### src/rtl/ext_pipe.sv
// Pipelined immediate extender (sign/zero/high/branch/ones); latency = STAGES cycles, one beat per cycle.
// Backpressure: per-stage valid/ready with bubble compression; a flush kills every in-flight beat.
module ext_pipe #(
  parameter int IN_W   = 16,
  parameter int OUT_W  = 32,
  parameter int STAGES = 2,
  parameter int TAG_W  = 5
) (
  input  logic             clk,
  input  logic             reset_n,
  input  logic             flush,
  input  logic             in_valid,
  output logic             in_ready,
  input  logic [IN_W-1:0]  in_imm,
  input  logic [2:0]       in_op,
  input  logic [TAG_W-1:0] in_tag,
  output logic             out_valid,
  input  logic             out_ready,
  output logic [OUT_W-1:0] out_data,
  output logic [TAG_W-1:0] out_tag,
  output logic             out_err
);

  localparam int EXT_W = OUT_W - IN_W;

  localparam logic [2:0] OP_SIGN   = 3'd0;
  localparam logic [2:0] OP_ZERO   = 3'd1;
  localparam logic [2:0] OP_HIGH   = 3'd2;
  localparam logic [2:0] OP_BRANCH = 3'd3;
  localparam logic [2:0] OP_ONES   = 3'd4;

  logic [OUT_W-1:0] sign_ext;
  logic [OUT_W-1:0] ext_dat;
  logic             ext_err;

  logic [STAGES-1:0] vld_q, vld_d;
  logic [STAGES-1:0] err_q, err_d;
  logic [STAGES-1:0] rdy;
  logic [OUT_W-1:0]  dat_q [STAGES];
  logic [OUT_W-1:0]  dat_d [STAGES];
  logic [TAG_W-1:0]  tag_q [STAGES];
  logic [TAG_W-1:0]  tag_d [STAGES];
  logic              accept;

  assign sign_ext = {{EXT_W{in_imm[IN_W-1]}}, in_imm};

  always_comb begin
    ext_dat = '0;
    ext_err = 1'b0;
    case (in_op)
      OP_SIGN:   ext_dat = sign_ext;
      OP_ZERO:   ext_dat = {{EXT_W{1'b0}}, in_imm};
      OP_HIGH:   ext_dat = {in_imm, {EXT_W{1'b0}}};
      OP_BRANCH: ext_dat = sign_ext << 2;
      OP_ONES:   ext_dat = {{EXT_W{1'b1}}, in_imm};
      default:   ext_err = 1'b1;
    endcase
  end

  // Stage i may load if any stage at or after it is empty, or the sink is taking the tail.
  always_comb begin
    rdy = '0;
    for (int i = 0; i < STAGES; i++) begin
      rdy[i] = out_ready;
      for (int j = i; j < STAGES; j++) begin
        if (!vld_q[j]) rdy[i] = 1'b1;
      end
    end
  end

  assign in_ready = rdy[0] && !flush;
  assign accept   = in_valid && in_ready;

  always_comb begin
    vld_d = vld_q;
    err_d = err_q;
    dat_d = dat_q;
    tag_d = tag_q;
    if (rdy[0]) vld_d[0] = accept;
    if (accept) begin
      dat_d[0] = ext_dat;
      tag_d[0] = in_tag;
      err_d[0] = ext_err;
    end
    for (int i = 1; i < STAGES; i++) begin
      if (rdy[i]) begin
        vld_d[i] = vld_q[i-1];
        if (vld_q[i-1]) begin
          dat_d[i] = dat_q[i-1];
          tag_d[i] = tag_q[i-1];
          err_d[i] = err_q[i-1];
        end
      end
    end
    // Flush wins over any advancement on the same edge.
    if (flush) vld_d = '0;
  end

  always_ff @(posedge clk or negedge reset_n) begin
    if (!reset_n) begin
      vld_q <= '0;
      err_q <= '0;
      for (int i = 0; i < STAGES; i++) begin
        dat_q[i] <= '0;
        tag_q[i] <= '0;
      end
    end else begin
      vld_q <= vld_d;
      err_q <= err_d;
      dat_q <= dat_d;
      tag_q <= tag_d;
    end
  end

  assign out_valid = vld_q[STAGES-1];
  assign out_data  = dat_q[STAGES-1];
  assign out_tag   = tag_q[STAGES-1];
  assign out_err   = err_q[STAGES-1];

endmodule

### config.mk
export PLATFORM = sky130hd
export DESIGN_NAME = ext_pipe
export DESIGN_NICKNAME = d
export VERILOG_FILES = /design/src/rtl/ext_pipe.sv
export SDC_FILE = /design/constraint.sdc
export NUM_CORES = 1
export LEC_CHECK = 0
export ABC_AREA = 1
export BUFFER_PORTS_ARGS = -buffer_cell sky130_fd_sc_hd__buf_2
export CAP_MARGIN = 20
export CELL_PAD_IN_SITES_DETAIL_PLACEMENT = 0
export CELL_PAD_IN_SITES_GLOBAL_PLACEMENT = 1
export CORE_ASPECT_RATIO = 0.75
export CORE_MARGIN = 5
export CORE_UTILIZATION = 41
export DETAILED_ROUTE_END_ITERATION = 6
export MAX_ROUTING_LAYER = met4
export PLACE_DENSITY = 0.9
export REMOVE_ABC_BUFFERS = 1
export SYNTH_ARGS = -nofsm -noshare
export SYNTH_HDL_FRONTEND = slang
export SYNTH_SLANG_ARGS = --single-unit
### constraint.sdc
create_clock -name clk -period 1.5 [get_ports clk]
set_input_delay 0.15 -clock clk [delete_from_list [all_inputs] [get_ports clk]]
set_output_delay 0.15 -clock clk [all_outputs]
set_load 0.005 [all_outputs]
# Word-level counts from Yosys, hierarchy flattened
# Cells that the tools add are included.
# word_totals
inputBits,29
output_inout_bits,40
word_cells,28
ff_bits,78
# classes
n_reduce_logical,8
eq_ne,4
n_mux,8
# ops
operator,count
one-hot mux 32 bit (5 select lines),1
"== test 3 x 2 -> 1 bit, second input constant",2
2-to-1 mux 1 bit,6
OR reduction 5 bit,1
nonzero test 2 bit,2
"== test 3 x 1 -> 1 bit, second input constant",1
"== test 3 bit, second input constant",1
zero test 3 bit,1
logical AND 1 bit,2
2-to-1 mux 2 bit,1
AND reduction 2 bit,1
zero test 1 bit,1

# Longest topological paths before layout
# depth
depth_word,6
depth_mapped,7
mapped_depth_nobuf,6

# Least setup slack after synthesis
# OpenSTA, ideal clock, no wires.
# synth_timing
kind,register to register
startpoint,register vld_q[0]
endpoint,register tag_q[5] in the netlist's numbering
t_required_ps,1374
setup_ps,126
arrival_ps,1034
slack_ps,340
path_stages_with_launch,7
n_path_buf,2
cell_sequence,dfrtp_1 -> buf_4 -> nand3_2 -> nand3_2 -> inv_2 -> buf_2 -> o21ai_0
# synth_via
elab_chain_len,4
# synth_lines
item,line_no,text
from (decl),36,"logic [STAGES-1:0] vld_q, vld_d;"
from (signal assigned),108,vld_q <= vld_d;
2-to-1 mux 1 bit (2 in series),66,if (!vld_q[j]) rdy[i] = 1'b1;
logical AND 1 bit,71,assign in_ready = rdy[0] && !flush;
logical AND 1 bit,72,assign accept = in_valid && in_ready;
to (signal assigned),111,tag_q <= tag_d;
to (decl),41,logic [TAG_W-1:0] tag_q [STAGES];
# No other way between the ends.
# A chain may end at the register's enable or synchronous reset.

# Worst setup path after layout
# layout_timing
startpoint,register vld_q[0]
endpoint,output in_ready
# layout_via
elab_chain_len,3
# layout_lines
item,line_no,text
2-to-1 mux 1 bit (2 in series),66,
logical AND 1 bit,71,
to (decl),13,"output logic in_ready,"
# No other way between the ends.

==> out/qor.txt <==
Port Buffers - 68
GPL Wtd Cong - 0.9202
Critical path arrival - 1.09 ns
Longest Clk Path Bufs - 2
CTS Root Cell - clkbuf_16
Worst Setup End Kind - output pin
I/O Pins - 69
Antenna cell count - 0
Die Wd - 120.6 µm
Final Core Density - 0.4769
Pleak - 2.446 nW
Setup Skew - 0.004018 ns
Fin. Hold Viols - 0
Post_cts resized - 0
Clock latency on the worst-skew pair - 0.34 ns
Vias - 3,029
Unique masters post-synth - 16
CP Launch Type - flip-flop
Placed inst area - 0.003985 mm²
Avg WL per Cell - 13.69 µm
Net Sw Frac - 0.2575
Max Slew Vio Count - 0
Pre-antenna DRT Iters - 4
GRT overflow - 0
Worst-path fanout max - 4
CP Class - reg -> out
Vias in the first global route - 3,041
Mapped Cells - 466
Final ANT Viol Nets - 0
Nets - 527
DP Cell Count - 598
Hold Crit Class - in -> reg
Synth Register Bits - 78
Core Footprint - 0.009009 mm²
Die Y - 92.98 µm
Worst slew margin - 0.7091
Total GRT Usage - 0.1738
Initial drt markers - 231
Power share of the sequential group - 0.461
Post-CTS Setup Inserts - 0
Ratio of final minimum period to clock period - 0.8269
Fin crit period - 1.240 ns
RSZ-0062 raised after global routing - false
Max-Cap Viols - 0
CTS H-tree depth - 3
Synth-to-layout area growth - 14.16%
Post-Syn Area - 0.003764 mm²
Initial antenna violation count - 0
Layout cells sized above 1 - 0.2127
CTS clk-pin slew, worst paths - 0.05 ns
Clock power frac - 0.389
TritonCTS clock tree - yes
Status - finished, final reports clean
Post-route cell area - 0.004297 mm²
First-pass GRT wire length - 14,930 µm
Hpwl dp - 6111 µm
YS warnings - 0
Remaining DRCs - 0
Starting Density - 0.4178
Post-synthesis sequential area ratio - 0.5186
Syn avg cell area - 8.076 µm²
Clock Sinks - 78
Final WL - 8418 µm
Via/cell ratio - 4.925
Internal power - 0.004134 W
Sw power - 0.001433 W
Non-Filler Instances - 615
Worst IR drop on VDD - 0.6095 mV
FMAX - 806.2 MHz
Overall Power - 0.005567 W
Combinational Power Share - 0.150
TritonCTS Buffers - 9
Req. time, crit path - 1.35 ns
Pin count of the biggest net entering global routing - 52
Setup Viol. Count Final - 0
Die Area - 0.01122 mm²
Pwr/cell area - 1296 mW/mm²
CTS Hold Bufs - 1
Rows - 30
Worst-Margin Slew - 0.4352 ns
critical path: stages, from the launching register on:
cell and delay, ns:
dfrtp_1 0.41, nand3_2 0.12, nand2_1 0.07, inv_1 0.04
buf_2 0.12
cells in the final DEF (no fill, tap or decap):
cell type / Yosys / routed
nand3_2: 2 / 2
clkbuf_16: 0 / 9
nand4_1: 17 / 17
nand2_2: 1 / 1
buf_2: 19 / 67
clkinv_2: 0 / 3
inv_1: 14 / 14
inv_2: 2 / 2
dfrtp_1: 78 / 78
bufinv_16: 0 / 1
nor2_1: 2 / 2
o21ai_0: 16 / 16
nor2_2: 1 / 1
dlygate4sd3_1: 0 / 1
nand3_1: 75 / 75
a211oi_1: 2 / 2
buf_4: 40 / 17
clkbuf_1: 6 / 1
clkbuf_8: 0 / 2
nand2_1: 190 / 190
buf_12: 0 / 2
metal layers:
layer | vias to the layer above | global-route usage | routed length (µm)
li1 | 1525 | - | -
met1 | 1408 | 0.2366 | 4253
met2 | 88 | 0.2506 | 3560
met3 | 8 | 0.05683 | 512
met4 | 0 | 0.04906 | 91
met5 | - | - | 0
final timing paths:
kind,startpoint,endpoint,slack (ns),cells past startpoint
hold / removal,in_tag[4],tag_q[9],0.03,3
hold reg to reg,out_data[11],out_data[11],0.47,2
min in group asynchronous,reset_n,out_data[5],0.15,2
setup reg to reg,vld_q[0],vld_q[0],0.27,4
max in group asynchronous,reset_n,dat_q[32],0.84,3
setup / recovery,vld_q[0],in_ready,0.26,4
synthesized netlist by cell type:
master      n  area, µm²
nand2_1   190      713.2
dfrtp_1    78       1952
nand3_1    75      375.4
buf_4      40      300.3
buf_2      19      95.09
nand4_1    17      106.4
o21ai_0    16      80.08
inv_1      14      52.55
clkbuf_1    6      22.52
a211oi_1    2      15.01
inv_2       2      7.510
nand3_2     2      20.02
nor2_1      2      7.510
buf_1       1      3.750
nand2_2     1      6.260
nor2_2      1      6.260
metrics by stage:
stage	hold WS [ns]	setup TNS (ns)	setup slack (ns)
4_1_cts	0.02244	0	0.2396
6_report	0.03410	0	0.2596
3_3_place_gp	-0.04883	0	0.3210
2_1_floorplan	-0.1456	-39.84	-0.6186
3_5_place_dp	-0.04910	0	0.2640
5_1_grt	0.04376	0	0.1354
registers in the layout, indices dropped and copies added, names as in the netlist:
register / cells
dat_q: 32
err_q: 2
out_data: 32
out_tag: 5
tag_q: 5
vld_q: 2
cell families after synthesis:
family                 after synthesis  synth area share
buffers and inverters               82            0.1280
AO/OA/AOI/OAI                       18           0.02527
AND/OR/NAND/NOR                    288            0.3281
flip-flops                          78            0.5186
layout make-up:
type                    instances  area (µm²)
multi-input cells             306        1330
clock inverters                 4       45.04
inverters                      16       60.06
repair buffers                 87       513.0
well taps                     112       140.1
fillers                       873        4712
clock buffers                  12       256.5
flip-flops and latches         78        1952
power groups by stage:
stage	combinational (W)	sequential (W)	clock, W
floorplan	0.000373	0.00261	0
global placement	0.000832	0.00259	0
detailed placement	0.000851	0.00260	0
CTS	0.000856	0.00257	0.00222
global route	0.000973	0.00261	0.00233
finish	0.000836	0.00257	0.00216
Note: power is estimated with default switching activity, not from simulation.
